==> config.mk <==
export PLATFORM = sky130hd
export DESIGN_NAME = uart_tx_arbiter
export DESIGN_NICKNAME = d
export VERILOG_FILES = /design/src/rtl/uart_tx_arbiter.sv
export SDC_FILE = /design/constraint.sdc
export NUM_CORES = 1
export LEC_CHECK = 0
export ABC_AREA = 1
export CORE_MARGIN = 2
export CORE_UTILIZATION = 46
export DETAILED_ROUTE_END_ITERATION = 8
export PLACE_DENSITY = 0.9
export SLEW_MARGIN = 20
export SYNTH_ARGS = -nofsm -noshare
export SYNTH_HDL_FRONTEND = slang
export SYNTH_SLANG_ARGS = --single-unit
==> constraint.sdc <==
create_clock -name i_clk -period 1.76 [get_ports i_clk]
set_input_delay 0.352 -clock i_clk [delete_from_list [all_inputs] [get_ports i_clk]]
set_output_delay 0.352 -clock i_clk [all_outputs]
set_load 0.02 [all_outputs]
==> src/rtl/uart_tx_arbiter.sv <==
// Round-robin arbiter that lets N_REQ requesters share one uart_tx byte stream.
// A granted requester keeps the transmitter until its last byte or an idle timeout.
module uart_tx_arbiter #(
  parameter int N_REQ        = 4,
  parameter int DATA_W       = 8,
  parameter int IDLE_TIMEOUT = 1024
) (
  input  logic                    i_clk,
  input  logic                    i_rst_n,
  input  logic [N_REQ*DATA_W-1:0] i_req_data,
  input  logic [N_REQ-1:0]        i_req_valid,
  input  logic [N_REQ-1:0]        i_req_last,
  output logic [N_REQ-1:0]        o_req_ready,
  output logic [N_REQ-1:0]        o_grant,
  output logic [DATA_W-1:0]       o_tx_data,
  output logic                    o_tx_valid,
  input  logic                    i_tx_ready,
  output logic                    o_busy,
  output logic                    o_timeout
);

  localparam int  IDX_W      = $clog2(N_REQ);
  localparam int  CNT_W      = (IDLE_TIMEOUT > 0) ? $clog2(IDLE_TIMEOUT + 1) : 1;
  localparam bit  TIMEOUT_EN = (IDLE_TIMEOUT != 0);
  localparam logic [CNT_W-1:0] CNT_LIMIT = CNT_W'(IDLE_TIMEOUT - 1);

  typedef enum logic {S_IDLE, S_PASS} state_t;

  state_t           state;
  logic [IDX_W-1:0] ptr;
  logic [IDX_W-1:0] owner;
  logic [CNT_W-1:0] idle_cnt;

  logic             own_valid;
  logic             own_last;
  logic             own_xfer;
  logic [IDX_W-1:0] next_ptr;
  logic [IDX_W-1:0] pick;
  logic             pick_found;

  always_comb begin
    own_valid = i_req_valid[owner];
    own_last  = i_req_last[owner];
    own_xfer  = own_valid & i_tx_ready;
    next_ptr  = (int'(owner) == N_REQ - 1) ? '0 : owner + 1'b1;
  end

  // Scan offsets from the far end so the valid requester closest to ptr wins.
  always_comb begin
    pick       = ptr;
    pick_found = 1'b0;
    for (int i = N_REQ - 1; i >= 0; i--) begin
      if (i_req_valid[(int'(ptr) + i) % N_REQ]) begin
        pick       = IDX_W'((int'(ptr) + i) % N_REQ);
        pick_found = 1'b1;
      end
    end
  end

  // Owner's byte stream is forwarded combinationally so a byte moves in the grant cycle.
  always_comb begin
    // NOTE: every output gets a default before the conditional so no latch is inferred.
    o_req_ready = '0;
    o_tx_valid  = 1'b0;
    o_tx_data   = '0;
    if (state == S_PASS) begin
      o_req_ready[owner] = i_tx_ready;
      o_tx_valid         = own_valid;
      o_tx_data          = i_req_data[int'(owner)*DATA_W +: DATA_W];
    end
  end

  always_ff @(posedge i_clk or negedge i_rst_n) begin
    if (!i_rst_n) begin
      state     <= S_IDLE;
      owner     <= '0;
      ptr       <= '0;
      idle_cnt  <= '0;
      o_grant   <= '0;
      o_busy    <= 1'b0;
      o_timeout <= 1'b0;
    end else begin
      // NOTE: non-blocking assignments keep every register updating from pre-edge values.
      o_timeout <= 1'b0;
      case (state)
        S_IDLE: begin
          idle_cnt <= '0;
          if (pick_found) begin
            owner   <= pick;
            o_grant <= N_REQ'(1) << pick;
            o_busy  <= 1'b1;
            state   <= S_PASS;
          end
        end
        S_PASS: begin
          if (own_xfer) begin
            idle_cnt <= '0;
            if (own_last) begin
              ptr     <= next_ptr;
              o_grant <= '0;
              o_busy  <= 1'b0;
              state   <= S_IDLE;
            end
          end else if (!own_valid) begin
            if (TIMEOUT_EN && idle_cnt == CNT_LIMIT) begin
              ptr       <= next_ptr;
              idle_cnt  <= '0;
              o_grant   <= '0;
              o_busy    <= 1'b0;
              o_timeout <= 1'b1;
              state     <= S_IDLE;
            end else if (idle_cnt != '1) begin
              idle_cnt <= idle_cnt + 1'b1;
            end
          end else begin
            // Owner is waiting on a busy transmitter, which is not idleness.
            idle_cnt <= '0;
          end
        end
        default: state <= S_IDLE;
      endcase
    end
  end

endmodule

==> metrics.txt <==
Top cell by count, worst path=buf_6; library cell occupying the most area in the post-synthesis netlist=dfrtp_1; logic depth of the worst register-to-register path=11; FILL cells=243; vertical die dimension=66.6 um; crit-path max cell delay=0.50 ns; Worst Path Arrival=1.52 ns; Final period util=107%; Post-Syn Area=1800 um2; post-detailed-routing wire length=6430 um; number of max-cap violations=0; Vias=2286; max_slew headroom=71.2%; DIE AREA=4440 um2; commonest cells after routing, fill and taps aside=nand2_1, clkdlybuf4s50_1, nor2_1; floorplan core area=3720 um2; clock tree from TritonCTS=built; sequential cell area=552 um2; Synth Net Count=326; element type at the critical path start=flop; area added between synthesis and finish=62.5%; NumNets Final=416; Worst setup EP type=primary output; Final Hold Fails=0; power per cell area=1590 nW/um2; Max IR drop VDD=0.899 mV; number of stages on the worst setup path=7; Clock Root Buffer=clkbuf_8; Synth area leaders=dfrtp_1, nand2_1, nor2_1, nand3_1, nand2_2; fraction of final layout cells sized beyond drive strength 1=28.3%; clock latency on the worst-skew pair=0.27 ns; placed inst area=2650 um2; number of diodes=0; kind of critical path=reg2out; Multi-input gate area=1230 um2; proportion of netlist area held by the largest area contributor=30.5%; total global routing overflow=0; via count normalized by instance count=5.51; post-synthesis sequential area ratio=30.5%; worst setup skew after layout=0.00183 ns; cts bufs inserted=3; number of routed nets with antenna violations=0; endpoint required time on the critical path=1.41 ns; count of H-tree levels built during CTS=1; number of global-route vias before repair=2068; post-route DRC violation count=0; WL/cell=15.5 um; post-layout util=78.8%; routability cong.=0.886; Fmax=533 MHz; initial core utilization=48.5%; Cell Count, Final, Fillers Out=415; number of top-level design ports=62; Yosys Warn Count=0; share of async-settable or async-resettable flops after synthesis=100%; Critical Path, Cell by Cell=buf_6 -> clkinvlp_4 -> nand2_2 -> nand3_4 -> nand2_4 -> nor2_4 -> buf_6; final critical path time including I/O delays and setup=1.87 ns; flip-flop cell with the highest count after synthesis=dfrtp_1; syn_area_per_cell=6.49 um2; antenna violations before repair=0; detailed placement HPWL=4040 um; Placed Instances=406; TritonRoute pass-1 iters=5; Largest delay share family, worst path=flip-flops; number of standard-cell rows in the floorplan=22; final instance area=2930 um2; post-synthesis sequential element count=22; total routing usage reported by global routing=25.5%; leakage power summed over all cells=1.35 nW; post-synthesis instance total=278; largest fanout of any net on the critical path=5; violated checks=negative setup slack; most common library cell in the layout ignoring fill and taps=nand2_1; Max Slew Vio Count=0; horizontal die dimension=66.6 um; number of unique standard cell types used by synthesis=30; outcome=complete, but fails checks; buffer depth of the longest clock path=2; clock-pin slew of the registers on the worst-case setup and hold paths=0.09 ns; violation count after the first detailed-routing iteration=255; number of enable flip-flop cells after synthesis=0; Tightest Pin Transition=0.431 ns; RSZ-0062 raised after global routing=true; Worst Hold Class=in2async; slowest stage cell, crit path=dfrtp_2; least setup slack across all paths after layout=-0.114 ns; Critical path buffers and inverters=3; total of buffers placed on input and output ports=61; number of setup violations in the final report=18; maximum number of pins on one net before global-route repair=23; global-route wire length before repair=8800 um; Clock Sink Count=22
-- stage by stage --
stage	total power, mW	setup WS, ns	hold slack (ns)	setup TNS [ns]
CTS	4.10	0.000133	0.434	0
finish	4.66	-0.114	0.421	-0.838
global route	4.92	-0.152	0.449	-2.07
global placement	3.58	-0.375	0.462	-4.82
detailed placement	3.65	-0.407	0.468	-5.32
floorplan	2.52	0.0108	0.0564	0
-- worst paths after layout --
check / startpoint / end / slack (ns)
min reg2reg: o_grant[0] / o_grant[0] / 0.49
max in group asynchronous: i_rst_n / owner[0] / 1.10
max reg2reg: owner[0] / idle_cnt[7] / -0.07
min in group i_clk: o_grant[0] / o_grant[0] / 0.49
max: owner[0] / o_tx_valid / -0.11
min: i_rst_n / idle_cnt[4] / 0.42
-- report_power, final --
group	switching, mW	internal [mW]
Clock	0.188	0.304
Sequential	0.170	0.631
Combinational	1.94	1.43
-- worst register-to-register path, delay by kind of cell, from the launching register on --
kind                   cells  cell delay, ns
buffers and inverters      4            0.52
AOI/OAI and AO/OA          1            0.12
and+or+nand+nor            6            0.61
DFF                        1            0.50
-- cell usage after synthesis (2+ instances only) --
cell / count
o21a_1: 2
ha_1: 5
a21oi_1: 16
nand2_1: 66
nor2_1: 52
nor3_1: 2
inv_2: 6
buf_2: 3
nand3_2: 2
o21ai_1: 4
inv_1: 23
o21ai_0: 17
nand2_2: 14
nand3_1: 24
dfrtp_1: 22
nand2_4: 3
clkbuf_1: 2
nor2_4: 3
-- cells by family after synthesis --
group                    synth area share (%)
XOR/XNOR                                0.486
AO/OA/AOI/OAI                            13.5
flip-flops                               30.5
adder cells (fa/ha/maj)                  3.47
buffers and inverters                    8.95
AND/OR/NAND/NOR                          43.0
-- timing repair --
item	4_1_cts	5_1_grt
cloned	1	1
hold buffers	0	0
setup endpoints to repair	13	20
resized for setup	60	61
pin swaps	0	21
buffers inserted	1	2
-- sequential cells by signal, indices dropped and copies added, names as in the netlist --
name and flops:
state 1, idle_cnt 11, o_busy 1, o_timeout 1, owner 2, o_grant 4, ptr 2
-- metal layers --
metal  global-route usage [%]  vias up  wire length (um)
met3                     4.90       28               466
met2                     45.4      129              3300
met4                     7.14        0               217
met1                     31.0     1061              2440
li1                         -     1068                 -
met5                        0        -                 0
-- cell type report --
type / count / share of cell area [%]
multi-input cells: 219 / 42.2
repair buffers: 91 / 30.0
flip-flops and latches: 22 / 18.8
inverters: 30 / 4.27
well taps: 48 / 2.05
clock buffers: 3 / 1.41
clock inverters: 1 / 1.03
repair inverters: 1 / 0.256
Note: power is estimated with default switching activity, not from simulation.
